===== src/rtl/timer_pkg.sv =====
// Shared types and helpers for the interval timer: FSM state, divider math,
// and the Morse front-end timing constants expressed in ticks.
package timer_pkg;

  typedef enum logic {
    IDLE = 1'b0,
    RUN  = 1'b1
  } state_e;

  // Clock cycles per tick.
  function automatic int calc_div(input int clk_hz, input int tick_hz);
    return clk_hz / tick_hz;
  endfunction

  // Prescaler counter width, never narrower than one bit.
  function automatic int calc_pre_w(input int div);
    return (div < 2) ? 1 : $clog2(div);
  endfunction

  // Morse element lengths in ticks at the default 1 kHz tick rate.
  localparam int DOT_TICKS        = 60;
  localparam int DASH_TICKS       = 3 * DOT_TICKS;
  localparam int SYMBOL_GAP_TICKS = DOT_TICKS;
  localparam int LETTER_GAP_TICKS = 3 * DOT_TICKS;
  localparam int WORD_GAP_TICKS   = 7 * DOT_TICKS;

endpackage


===== src/rtl/tick_prescaler.sv =====
// Free-running divide-by-DIV counter that pauses on enable=0 and reports a
// single-cycle wrap indication on the cycle it rolls from DIV-1 back to 0.
module tick_prescaler
  import timer_pkg::*;
#(
  parameter int DIV = 10
) (
  input  logic clk,
  input  logic rst,
  input  logic enable,
  input  logic clear,
  output logic wrap
);

  localparam int PW = calc_pre_w(DIV);
  localparam logic [PW-1:0] LAST = PW'(DIV - 1);

  logic [PW-1:0] cnt_q, cnt_d;

  always_comb begin
    cnt_d = cnt_q;
    wrap  = 1'b0;
    // clear beats enable so a restart never leaks a wrap from the old run
    if (clear) begin
      cnt_d = '0;
    end else if (enable) begin
      if (cnt_q == LAST) begin
        cnt_d = '0;
        wrap  = 1'b1;
      end else begin
        cnt_d = cnt_q + PW'(1);
      end
    end
  end

  always_ff @(posedge clk) begin
    if (rst) cnt_q <= '0;
    else     cnt_q <= cnt_d;
  end

endmodule


===== src/rtl/interval_timer.sv =====
// Programmable interval timer: prescaled tick stream plus a period counter
// with one-shot or periodic timeout; all outputs come straight from flops.
module interval_timer
  import timer_pkg::*;
#(
  parameter int CLK_HZ  = 50_000_000,
  parameter int TICK_HZ = 1000,
  parameter int CNT_W   = 16
) (
  input  logic             clk,
  input  logic             rst,
  input  logic             enable,
  input  logic             start,
  input  logic             stop,
  input  logic [CNT_W-1:0] period,
  input  logic             oneshot,
  output logic             tick,
  output logic             timeout,
  output logic             busy,
  output logic [CNT_W-1:0] elapsed
);

  localparam int DIV = calc_div(CLK_HZ, TICK_HZ);

  generate
    if (TICK_HZ <= 0 || (CLK_HZ % TICK_HZ) != 0 || DIV < 2) begin : g_bad_div
      $error("interval_timer: CLK_HZ/TICK_HZ must be an integer >= 2");
    end
  endgenerate

  state_e           state_q, state_d;
  logic [CNT_W-1:0] period_q, period_d;
  logic             oneshot_q, oneshot_d;
  logic [CNT_W-1:0] elapsed_q, elapsed_d;
  logic             tick_q, tick_d;
  logic             timeout_q, timeout_d;
  logic             busy_q, busy_d;
  logic             pre_clear, pre_wrap;
  logic [CNT_W-1:0] elapsed_inc;

  // Any start or stop resets the prescaler phase; in IDLE it is held at 0.
  assign pre_clear   = start | stop | (state_q != RUN);
  assign elapsed_inc = elapsed_q + CNT_W'(1);

  tick_prescaler #(.DIV(DIV)) u_pre (
    .clk    (clk),
    .rst    (rst),
    .enable (enable),
    .clear  (pre_clear),
    .wrap   (pre_wrap)
  );

  always_comb begin
    state_d   = state_q;
    period_d  = period_q;
    oneshot_d = oneshot_q;
    elapsed_d = elapsed_q;
    tick_d    = 1'b0;
    timeout_d = 1'b0;
    if (start) begin
      elapsed_d = '0;
      if (period != '0) begin
        state_d   = RUN;
        period_d  = period;
        oneshot_d = oneshot;
      end else begin
        state_d = IDLE;
      end
    end else if (stop) begin
      state_d   = IDLE;
      elapsed_d = '0;
    end else if (state_q == RUN && pre_wrap) begin
      tick_d = 1'b1;
      // elapsed stays below period, so the increment can never overflow
      if (elapsed_inc == period_q) begin
        timeout_d = 1'b1;
        elapsed_d = '0;
        if (oneshot_q) state_d = IDLE;
      end else begin
        elapsed_d = elapsed_inc;
      end
    end
    busy_d = (state_d == RUN);
  end

  always_ff @(posedge clk) begin
    if (rst) begin
      state_q   <= IDLE;
      period_q  <= '0;
      oneshot_q <= 1'b0;
      elapsed_q <= '0;
      tick_q    <= 1'b0;
      timeout_q <= 1'b0;
      busy_q    <= 1'b0;
    end else begin
      state_q   <= state_d;
      period_q  <= period_d;
      oneshot_q <= oneshot_d;
      elapsed_q <= elapsed_d;
      tick_q    <= tick_d;
      timeout_q <= timeout_d;
      busy_q    <= busy_d;
    end
  end

  assign tick    = tick_q;
  assign timeout = timeout_q;
  assign busy    = busy_q;
  assign elapsed = elapsed_q;

endmodule


===== config.mk =====
export PLATFORM = sky130hd
export DESIGN_NAME = interval_timer
export DESIGN_NICKNAME = d
export VERILOG_FILES = /design/src/rtl/timer_pkg.sv /design/src/rtl/tick_prescaler.sv /design/src/rtl/interval_timer.sv
export SDC_FILE = /design/constraint.sdc
export NUM_CORES = 1
export LEC_CHECK = 0
export CAP_MARGIN = 20
export CORE_MARGIN = 3
export CORE_UTILIZATION = 57
export DETAILED_ROUTE_END_ITERATION = 8
export MAX_ROUTING_LAYER = met4
export PLACE_DENSITY = 0.83
export RECOVER_POWER = 100
export SETUP_SLACK_MARGIN = 0.05
export SYNTH_ARGS = -nofsm -noshare
export SYNTH_HDL_FRONTEND = slang
export SYNTH_SLANG_ARGS = --single-unit

===== constraint.sdc =====
create_clock -name clk -period 5 [get_ports clk]
set_input_delay 1 -clock clk [delete_from_list [all_inputs] [get_ports clk]]
set_output_delay 1 -clock clk [all_outputs]
set_load 0.03 [all_outputs]

==> results of run 1 <==
## routing by layer
metal	share of wire (%)	GRT usage, %	routed length, um	vias up
met1	47	31.1	2970	1190
met5	0	-	0	-
li1	-	-	-	1271
met4	1.1	8.51	68	0
met2	44	34.8	2740	94
met3	7.6	3.17	472	7
## logic make-up (layout without fill, tap and decap cells)
group / count (synthesis) / after routing
simple gates: 165 / 165
flops: 52 / 52
compound gates: 50 / 50
xor+xnor: 49 / 49
buf+inv: 23 / 51
fa+ha+maj: 3 / 3
mux: 2 / 2
## final cells by class
class                      count  area [um2]  share of cell area [%]
tap                           67        83.8                    2.52
timing repair buffer          40         400                    12.0
clock inverter                 3        18.8                   0.563
sequential                    52        1040                    31.2
inverter                       3        11.3                   0.338
multi-input combinational    269        1710                    51.3
clock buffer                   5        68.8                    2.06
## metrics by stage
step / total power [W] / instances / util, % / hold WS, ps
2_1_floorplan: 0.000477 / 344 / - / 437
3_3_place_gp: 0.000504 / 431 / 68.2 / 451
3_5_place_dp: 0.000506 / 431 / 68.2 / 457
4_1_cts: 0.000738 / 439 / 70.0 / 471
5_1_grt: 0.000763 / 439 / 69.6 / 486
6_report: 0.000734 / 439 / 69.6 / 472
## worst reg2reg max path: stages, from the launching register on
cell	delay, ps
sky130_fd_sc_hd__dfxtp_1	530
sky130_fd_sc_hd__ha_1	350
sky130_fd_sc_hd__nand3_1	290
sky130_fd_sc_hd__nor3_1	370
sky130_fd_sc_hd__nand3b_1	120
sky130_fd_sc_hd__a211o_1	370
sky130_fd_sc_hd__a2111oi_2	1200
sky130_fd_sc_hd__a211oi_1	210
## sequential cells by signal, summed over array words and instances (netlist names)
name / count
busy: 1
elapsed: 16
tick: 1
oneshot_q: 1
u_pre.cnt_q: 16
period_q: 16
timeout: 1
## synthesized netlist by cell type (2+ instances only)
master	instances
sky130_fd_sc_hd__nand2_1	54
sky130_fd_sc_hd__dfxtp_1	52
sky130_fd_sc_hd__nor2_1	30
sky130_fd_sc_hd__xnor2_1	24
sky130_fd_sc_hd__xor2_1	24
sky130_fd_sc_hd__a21oi_1	19
sky130_fd_sc_hd__a211oi_1	17
sky130_fd_sc_hd__nand3_1	16
sky130_fd_sc_hd__clkbuf_1	12
sky130_fd_sc_hd__nand4_1	8
sky130_fd_sc_hd__and2_1	7
sky130_fd_sc_hd__nor3_1	7
sky130_fd_sc_hd__nor4_1	6
sky130_fd_sc_hd__and3_1	5
sky130_fd_sc_hd__and4_1	5
sky130_fd_sc_hd__buf_2	5
sky130_fd_sc_hd__or3_1	5
sky130_fd_sc_hd__inv_1	3
sky130_fd_sc_hd__nand3_2	3
sky130_fd_sc_hd__nand3b_1	3
sky130_fd_sc_hd__nor4_2	3
sky130_fd_sc_hd__or4_1	3
sky130_fd_sc_hd__a311oi_1	2
sky130_fd_sc_hd__ha_1	2
sky130_fd_sc_hd__mux2i_1	2
sky130_fd_sc_hd__nor3b_1	2
sky130_fd_sc_hd__or4bb_1	2
## power breakdown
| group | leakage [nW] | switching, W | internal, W |
|---|---|---|---|
| registers | 0.422 | 0.00000828 | 0.000422 |
| logic | 0.677 | 0.0000321 | 0.0000323 |
| clock network | 0.0479 | 0.000142 | 0.0000979 |
## worst max path at each step
stage / start / to / slack (ps) / cells after the start
global placement: enable / elapsed[2]$_SDFFE_PP0P_ / 1780 / 7
global route: elapsed[0]$_SDFFE_PP0P_ / elapsed[15]$_SDFFE_PP0P_ / 1110 / 7
floorplan: elapsed[0]$_SDFFE_PP0P_ / elapsed[10]$_SDFFE_PP0P_ / 2440 / 8
detailed placement: enable / elapsed[13]$_SDFFE_PP0P_ / 1710 / 7
finish: elapsed[0]$_SDFFE_PP0P_ / elapsed[15]$_SDFFE_PP0P_ / 1380 / 7
CTS: elapsed[0]$_SDFFE_PP0P_ / elapsed[12]$_SDFFE_PP0P_ / 1860 / 7
==> metrics.yaml, run 1 <==
die_width_um: 77.0
outcome: "finished with violations"
detail-route-antenna-nets: 0
post_route_cells_drive_above_1_share_pct: 4.84
synth.mux.area_fraction_pct: 0.697
postSynthRegisterBits: 52
mostFrequentLayoutCell: "sky130_fd_sc_hd__nand2_1"
rsz_0062_raised_after_global_routing: "false"
worstRegToRegCells: 7
seq_area_frac_synth_pct: 36.3
fin_setup_tns_ps: 0
count_of_flip_flops_with_a_built_in_enable_after_synthesis: 0
pin_count: 41
route.detailed.vias_per_inst: 5.84
setup.worst_path.class: "flop to flop"
layout_common_cells: "sky130_fd_sc_hd__nand2_1, sky130_fd_sc_hd__dfxtp_1, sky130_fd_sc_hd__nor2_1"
die_outline_area_mm2: 0.00592
required_arrival_time_at_the_worst_endpoint_ps: 5140
detailedPlace.worstSlack_ps: 1710
hp-start: "oneshot_q$_SDFFE_PP0P_"
part_of_the_cycle_the_worst_path_needs_pct: 72.4
power.ir.vdd_worst_uv: 146
layout_area_growth_over_synthesis_pct: 16.1
avgSynthCellArea_um2: 8.34
synth_fp_nets: 368
synth_ff_type: "sky130_fd_sc_hd__dfxtp_1"
dp_area_mm2: 0.00326
timing.hold.worst_endpoint: "oneshot_q$_SDFFE_PP0P_"
clock_sink_count: 52
cts_made_buffers: 5
ys_top_cells_by_area: "sky130_fd_sc_hd__dfxtp_1, sky130_fd_sc_hd__xnor2_1, sky130_fd_sc_hd__xor2_1, sky130_fd_sc_hd__nand2_1, sky130_fd_sc_hd__a211oi_1"
cell_at_the_root_of_the_clock_tree: "sky130_fd_sc_hd__clkbuf_8"
critical-path-slowest-cell: "sky130_fd_sc_hd__a2111oi_2"
setup_viol: 0
cts_tree: "done"
fraction_of_synthesized_cell_area_in_xor_and_xnor_cells_pct: 15.2
globalRoute.totalOverflow: 0
violations_in_the_final_reports: "max-capacitance violations"
r2r-end: "elapsed[15]$_SDFFE_PP0P_"
slew_margin_rel_pct: 2.50
cts_max_level: 2
cp_arrival_ps: 3760
synth_fa_ha_area_share_pct: 1.22
detailedRoute.firstIterationViolations: 224
cts_resized: 0
start_util_pct: 60.0
ys_async_rst_share_pct: 0
gate_count_after_technology_mapping: 344
final_design_area_no_fill_mm2: 0.00333
synth_compound_area_share_pct: 12.3
synthDistinctLibCells: 50
timing.hold.worst.class: "flop to flop"
wire_length_of_the_first_global_routing_pass_um: 10900
filler_cell_count: 416
setup_ws_ps: 1380
post_cts_buffers: 0
drc_errors: 0
timing.critical_path.max_delay_family: "compound AO/OA/AOI/OAI gates"
worst_slew_pin_slew_ps: 1460
crit_reg_reg_startpoint: "elapsed[0]$_SDFFE_PP0P_"
syn-cell-area_mm2: 0.00287
antenna_found_initial: 0
finalWorstPathRequiredPeriod_ps: 3620
via_count_of_the_first_global_routing_pass: 2400
crit_fanout: 15
die_height_um: 77.0
postRouteWirelength_um: 6250
globalplace.congestion: 0.837
skew_ps: 9.88
yosys_top_cell_area_share_pct: 36.3
layout.nets: 395
num_rows: 25
final-hold-violation-count: 0
cts-hold-fix-buffers: 0
crit_path_end_kind: "flop"
max_stage_delay_ps: 1200
portBuffers: 40
worst_skew_pair.late_latency_ps: 310
critPathLaunchType: "flop"
finalMaxSlewViolations: 0
ctsLongestPathBuffers: 2
max_cap_viol_count: 1
leakage_nw: 1.15
post-synth-top-area-cell: "sky130_fd_sc_hd__dfxtp_1"
diodes: 0
placeableCoreArea_mm2: 0.00479
yosys_warnings: 0
worst-r2r-setup-slack_ps: 1380
hold-path-cell-count: 2
route.detailed.wl_per_inst_um: 14.2
synth_top_family_by_area: "simple AND/OR/NAND/NOR gates"
synth_simple_gate_area_share_pct: 30.7
cts.clk_slew.worst_paths_ps: 100
globalRouteTotalUtil_pct: 23.0
cell_by_cell_listing_of_the_critical_path: "ha_1 > nand3_1 > nor3_1 > nand3b_1 > a211o_1 > a2111oi_2 > a211oi_1"
grt_max_degree: 21
power.density_cell_area_mw_per_mm2: 220
drt-pass1-iter-count: 4
hpwl_um: 4660
critical_path_buf_inv_count: 0
via_count: 2562
fmax_mhz: 276
(Power assumes the default switching activity.)
==> inputs of run 2 (changes only) <==
CORE_UTILIZATION = 54   (was 57)
PLACE_DENSITY = 0.79   (was 0.83)
clock period = 3.53 ns   (was 5 ns; I/O delays follow)
==> run 2 against run 1 <==
  * The flow now finishes without violations
  * Power increased by 53%
  * Global-route usage increased by 0.64 points
  * Critical path depth unchanged
  * Largest cell class unchanged
  * Largest power group unchanged
==> metrics.yaml, run 2 (synthesis gave the netlist of run 1 again) <==
outcome: "finished, final reports clean"
route.detailed.vias_per_inst: 5.71
portBuffers: 40
worst_slew_pin_slew_ps: 588
drc_errors: 0
cell_by_cell_listing_of_the_critical_path: "dlygate4sd3_1 > nand4_1 > nor4_1 > nand2_1 > nor3_1 > xnor2_1 > a211oi_1"
detail-route-antenna-nets: 0
via_count: 2543
cts_max_level: 2
cts-hold-fix-buffers: 0
wire_length_of_the_first_global_routing_pass_um: 11500
layout_common_cells: "sky130_fd_sc_hd__nand2_1, sky130_fd_sc_hd__dfxtp_1, sky130_fd_sc_hd__nor2_1"
final-hold-violation-count: 0
skew_ps: 7.05
cts_tree: "done"
place.detailed.instances: 437
cell_at_the_root_of_the_clock_tree: "sky130_fd_sc_hd__clkbuf_8"
setup_ws_ps: 619
layout_area_growth_over_synthesis_pct: 18.5
part_of_the_cycle_the_worst_path_needs_pct: 82.5
finalMaxSlewViolations: 0
antenna_found_initial: 0
setup_viol: 0
pin_count: 41
cp_arrival_ps: 3130
fin_setup_tns_ps: 0
detailedRoute.firstIterationViolations: 129
critPathLaunchType: "input pin"
timing.hold.worst.class: "flop to flop"
via_count_of_the_first_global_routing_pass: 2427
mostFrequentLayoutCell: "sky130_fd_sc_hd__nand2_1"
diodes: 0
layout.nets: 401
start_util_pct: 58.1
post_cts_buffers: 0
crit_path_end_kind: "flop"
placeableCoreArea_mm2: 0.00494
worstSetupStartpoint: "enable"
detailedPlace.worstSlack_ps: 549
final_cell_count_without_fillers: 445
cts_resized: 0
finalWorstPathRequiredPeriod_ps: 2910
final_util_pct: 68.8
max_cap_viol_count: 0
required_arrival_time_at_the_worst_endpoint_ps: 3750
ctsLongestPathBuffers: 2
drt-pass1-iter-count: 4
power.ir.vdd_worst_uv: 252
globalRoute.totalOverflow: 0
power.density_cell_area_mw_per_mm2: 330
globalRouteTotalUtil_pct: 23.6
post_route_cells_drive_above_1_share_pct: 5.29
worst_skew_pair.late_latency_ps: 300
hpwl_um: 5230
route.detailed.wl_per_inst_um: 15.6
rsz_0062_raised_after_global_routing: "false"
grt_max_degree: 17
postRouteWirelength_um: 6930
post-layout-total-power_w: 0.00112
crit_fanout: 10
die_outline_area_mm2: 0.00623
fmax_mhz: 344
slew_margin_rel_pct: 60.8
globalplace.congestion: 0.888
clock_sink_count: 52
die_height_um: 78.9
num_rows: 25
leakage_nw: 1.18
cts.clk_slew.worst_paths_ps: 100
hp-start: "period_q[10]$_SDFFE_PP0P_"
crit_reg_reg_startpoint: "elapsed[1]$_SDFFE_PP0P_"
cts_made_buffers: 5
die_width_um: 78.9
critical-path-slowest-cell: "sky130_fd_sc_hd__dlygate4sd3_1"
setup.worst_path.class: "input pin to flop"
max_stage_delay_ps: 660
run 2: cell types whose count changed in the layout (fill, tap and decap cells not counted), sizes merged:
cell / change
clkinv: -3
inv: +1
clkbuf: +2
bufinv: +1
buf: +5
run 2: final timing paths:
kind / end / slack (ps) / cells after the start
setup / recovery: elapsed[9]$_SDFFE_PP0P_ / 620 / 7
hold reg to reg: period_q[10]$_SDFFE_PP0P_ / 480 / 2
setup reg to reg: elapsed[15]$_SDFFE_PP0P_ / 790 / 8
hold / removal: period_q[10]$_SDFFE_PP0P_ / 480 / 2
run 2: layer usage:
layer	wire length [um]	track usage, %	part of all wire [%]	vias up
met5	0	-	0	-
met4	53	4.47	0.77	0
met3	385	4.76	5.6	4
met2	3150	36.5	46	65
met1	3330	32.5	48	1191
li1	-	-	-	1283
run 2: report_power, final:
group          total [W]  switching (W)  internal (W)
clock network   0.000415       0.000200      0.000215
registers       0.000609      0.0000112      0.000598
logic          0.0000979      0.0000506     0.0000473
total            0.00112       0.000262      0.000860
run 2: through the flow:
step | hold slack [ps] | area [um2]
after global routing | 511 | 3400
after global placement | 458 | 3310
after detailed placement | 470 | 3310
final | 477 | 3400
after CTS | 484 | 3420
after floorplan | 437 | 2870
run 2: worst max-delay path, delay by kind of cell:
family / cells / cell delay, ps
AND/OR/NAND/NOR: 4 / 1450
buffers and inverters: 1 / 660
AO/OA/AOI/OAI: 1 / 220
XOR/XNOR: 1 / 90
run 2: area by class of cell:
| type | count | area (um2) |
|---|---|---|
| timing repair buffer | 46 | 442 |
| sequential | 52 | 1040 |
| fill | 438 | 1540 |
| inverter | 3 | 11.3 |
| tap | 67 | 83.8 |
| clock inverter | 2 | 38.8 |
| multi-input combinational | 269 | 1710 |
| clock buffer | 6 | 72.6 |
==> inputs of run 3 (changes only) <==
CORE_UTILIZATION = 49   (was 54)
PLACE_DENSITY = 0.76   (was 0.79)
clock period = 2.65 ns   (was 3.53 ns; I/O delays follow)
==> run 3 against run 2 <==
  * Design area is 4.0% higher
  * Sequential power up 33%
  * Clock-buffer cell count unchanged
  * Critical path type is now flop to flop
==> metrics.yaml, run 3 (synthesis gave the netlist of run 1 again) <==
drt-pass1-iter-count: 4
multi_input_comb_area_mm2: 0.00173
max_cap_viol_count: 0
wire_length_of_the_first_global_routing_pass_um: 10800
detailedPlace.worstSlack_ps: 148
ff_latch_area_mm2: 0.00104
leakage_nw: 1.25
route.detailed.vias_per_inst: 5.73
layout_area_growth_over_synthesis_pct: 23.3
ctsLongestPathBuffers: 2
cp_arrival_ps: 2580
hold-worst-slack_ps: 473
via_count_of_the_first_global_routing_pass: 2375
setup.worst_path.class: "flop to flop"
hpwl_um: 5120
finalWorstPathRequiredPeriod_ps: 2410
setup_ws_ps: 238
placeableCoreArea_mm2: 0.00557
antenna_found_initial: 0
worstSetupStartpoint: "elapsed[0]$_SDFFE_PP0P_"
required_arrival_time_at_the_worst_endpoint_ps: 2810
clock_power_share_pct: 36.4
cell_at_the_root_of_the_clock_tree: "sky130_fd_sc_hd__clkbuf_8"
place.detailed.instances: 456
mostFrequentLayoutCell: "sky130_fd_sc_hd__nand2_1"
pin_count: 41
cts_tree: "done"
diodes: 0
slew_margin_rel_pct: 56.2
final_design_area_no_fill_mm2: 0.00354
cts-hold-fix-buffers: 0
die_height_um: 82.5
cts_made_buffers: 5
netSwitchingPower_w: 0.000344
worst_skew_pair.late_latency_ps: 310
critPathLaunchType: "flop"
layout.nets: 416
setup_viol: 0
comb_power_share_pct: 9.1
cts_max_level: 2
filler_cell_count: 497
grt_max_degree: 19
die_width_um: 82.5
globalRoute.totalOverflow: 0
final_cell_count_without_fillers: 465
portBuffers: 40
detail-route-antenna-nets: 0
part_of_the_cycle_the_worst_path_needs_pct: 91.0
dp_area_mm2: 0.00343
finalMaxSlewViolations: 0
fin_setup_tns_ps: 0
globalplace.congestion: 0.855
rsz_0062_raised_after_global_routing: "false"
die_outline_area_mm2: 0.00681
timing.hold.worst.class: "flop to flop"
layout_common_cells: "sky130_fd_sc_hd__nand2_1, sky130_fd_sc_hd__dfxtp_1, sky130_fd_sc_hd__nor2_1"
power.ir.vdd_worst_uv: 249
num_rows: 27
final-hold-violation-count: 0
power.switching_fraction_pct: 23.1
post_route_cells_drive_above_1_share_pct: 9.67
crit_fanout: 15
detailedRoute.firstIterationViolations: 187
postRouteWirelength_um: 6650
crit_path_end_kind: "flop"
cts.clk_slew.worst_paths_ps: 90
power.density_cell_area_mw_per_mm2: 421
outcome: "finished, final reports clean"
globalRouteTotalUtil_pct: 21.0
power.sequential.fraction_pct: 54.5
fmax_mhz: 415
clock_sink_count: 52
drc_errors: 0
via_count: 2663
skew_ps: 4.59
start_util_pct: 51.5
worst_slew_pin_slew_ps: 656
route.detailed.wl_per_inst_um: 14.3
internal_power_w: 0.00115
hp-start: "period_q[4]$_SDFFE_PP0P_"
crit_reg_reg_startpoint: "elapsed[0]$_SDFFE_PP0P_"
run 3: cell count changes in the layout (fill, tap and decap cells not counted), sizes merged:
cell,before,now
clkdlybuf4s50,18,20
buf,5,14
inv,4,3
dlygate4sd3,22,20
clkinv,0,1
clkbuf,7,13
run 3: path summary, 6_finish.rpt:
check | end | slack [ps] | depth (start not counted)
setup / recovery | elapsed[2]$_SDFFE_PP0P_ | 240 | 8
hold / removal | period_q[4]$_SDFFE_PP0P_ | 470 | 2
hold reg to reg | period_q[4]$_SDFFE_PP0P_ | 470 | 2
setup reg to reg | elapsed[2]$_SDFFE_PP0P_ | 240 | 8
run 3: area by class of cell:
class / count / share of cell area (%)
clock inverters: 2 / 0.990
inverters: 3 / 0.318
repair buffers: 61 / 15.6
clock buffers: 6 / 2.05
multi-input cells: 269 / 49.0
well taps: 72 / 2.55
flip-flops and latches: 52 / 29.5
run 3: metrics by stage:
step                      power, W  utilization [%]
after floorplan           0.000900                -
after global placement    0.000963             61.6
after detailed placement  0.000967             61.6
after CTS                  0.00150             63.5
after global routing       0.00154             63.5
final                      0.00149             63.5
run 3: power by group through the flow:
stage          combinational (W)  sequential [W]  clock (W)
4_1_cts                 0.000137        0.000812   0.000548
3_3_place_gp            0.000134        0.000830          0
6_report                0.000135        0.000812   0.000542
2_1_floorplan          0.0000738        0.000827          0
5_1_grt                 0.000148        0.000814   0.000576
3_5_place_dp            0.000137        0.000830          0
run 3: worst max-delay path, stage by stage, from the launching register on:
cell and delay [ps]:
sky130_fd_sc_hd__dfxtp_1 350, sky130_fd_sc_hd__ha_1 290, sky130_fd_sc_hd__nand3_1 180, sky130_fd_sc_hd__nor3_1 350, sky130_fd_sc_hd__nand3b_1 120, sky130_fd_sc_hd__a211o_1 350
sky130_fd_sc_hd__a2111oi_4 350, sky130_fd_sc_hd__buf_12 190, sky130_fd_sc_hd__a211oi_1 80
run 3: what timing repair did:
action,in CTS,in global routing
setup buffers,0,1
setup endpoints to repair,0,15
resized for setup,0,3
run 3: routing by layer:
| layer | share of wire (%) | GRT usage (%) | vias to the layer above |
|---|---|---|---|
| li1 | - | - | 1312 |
| met3 | 4.7 | 3.69 | 11 |
| met2 | 48 | 34.1 | 76 |
| met5 | 0 | - | - |
| met1 | 46 | 27.3 | 1264 |
| met4 | 1.5 | 4.90 | 0 |
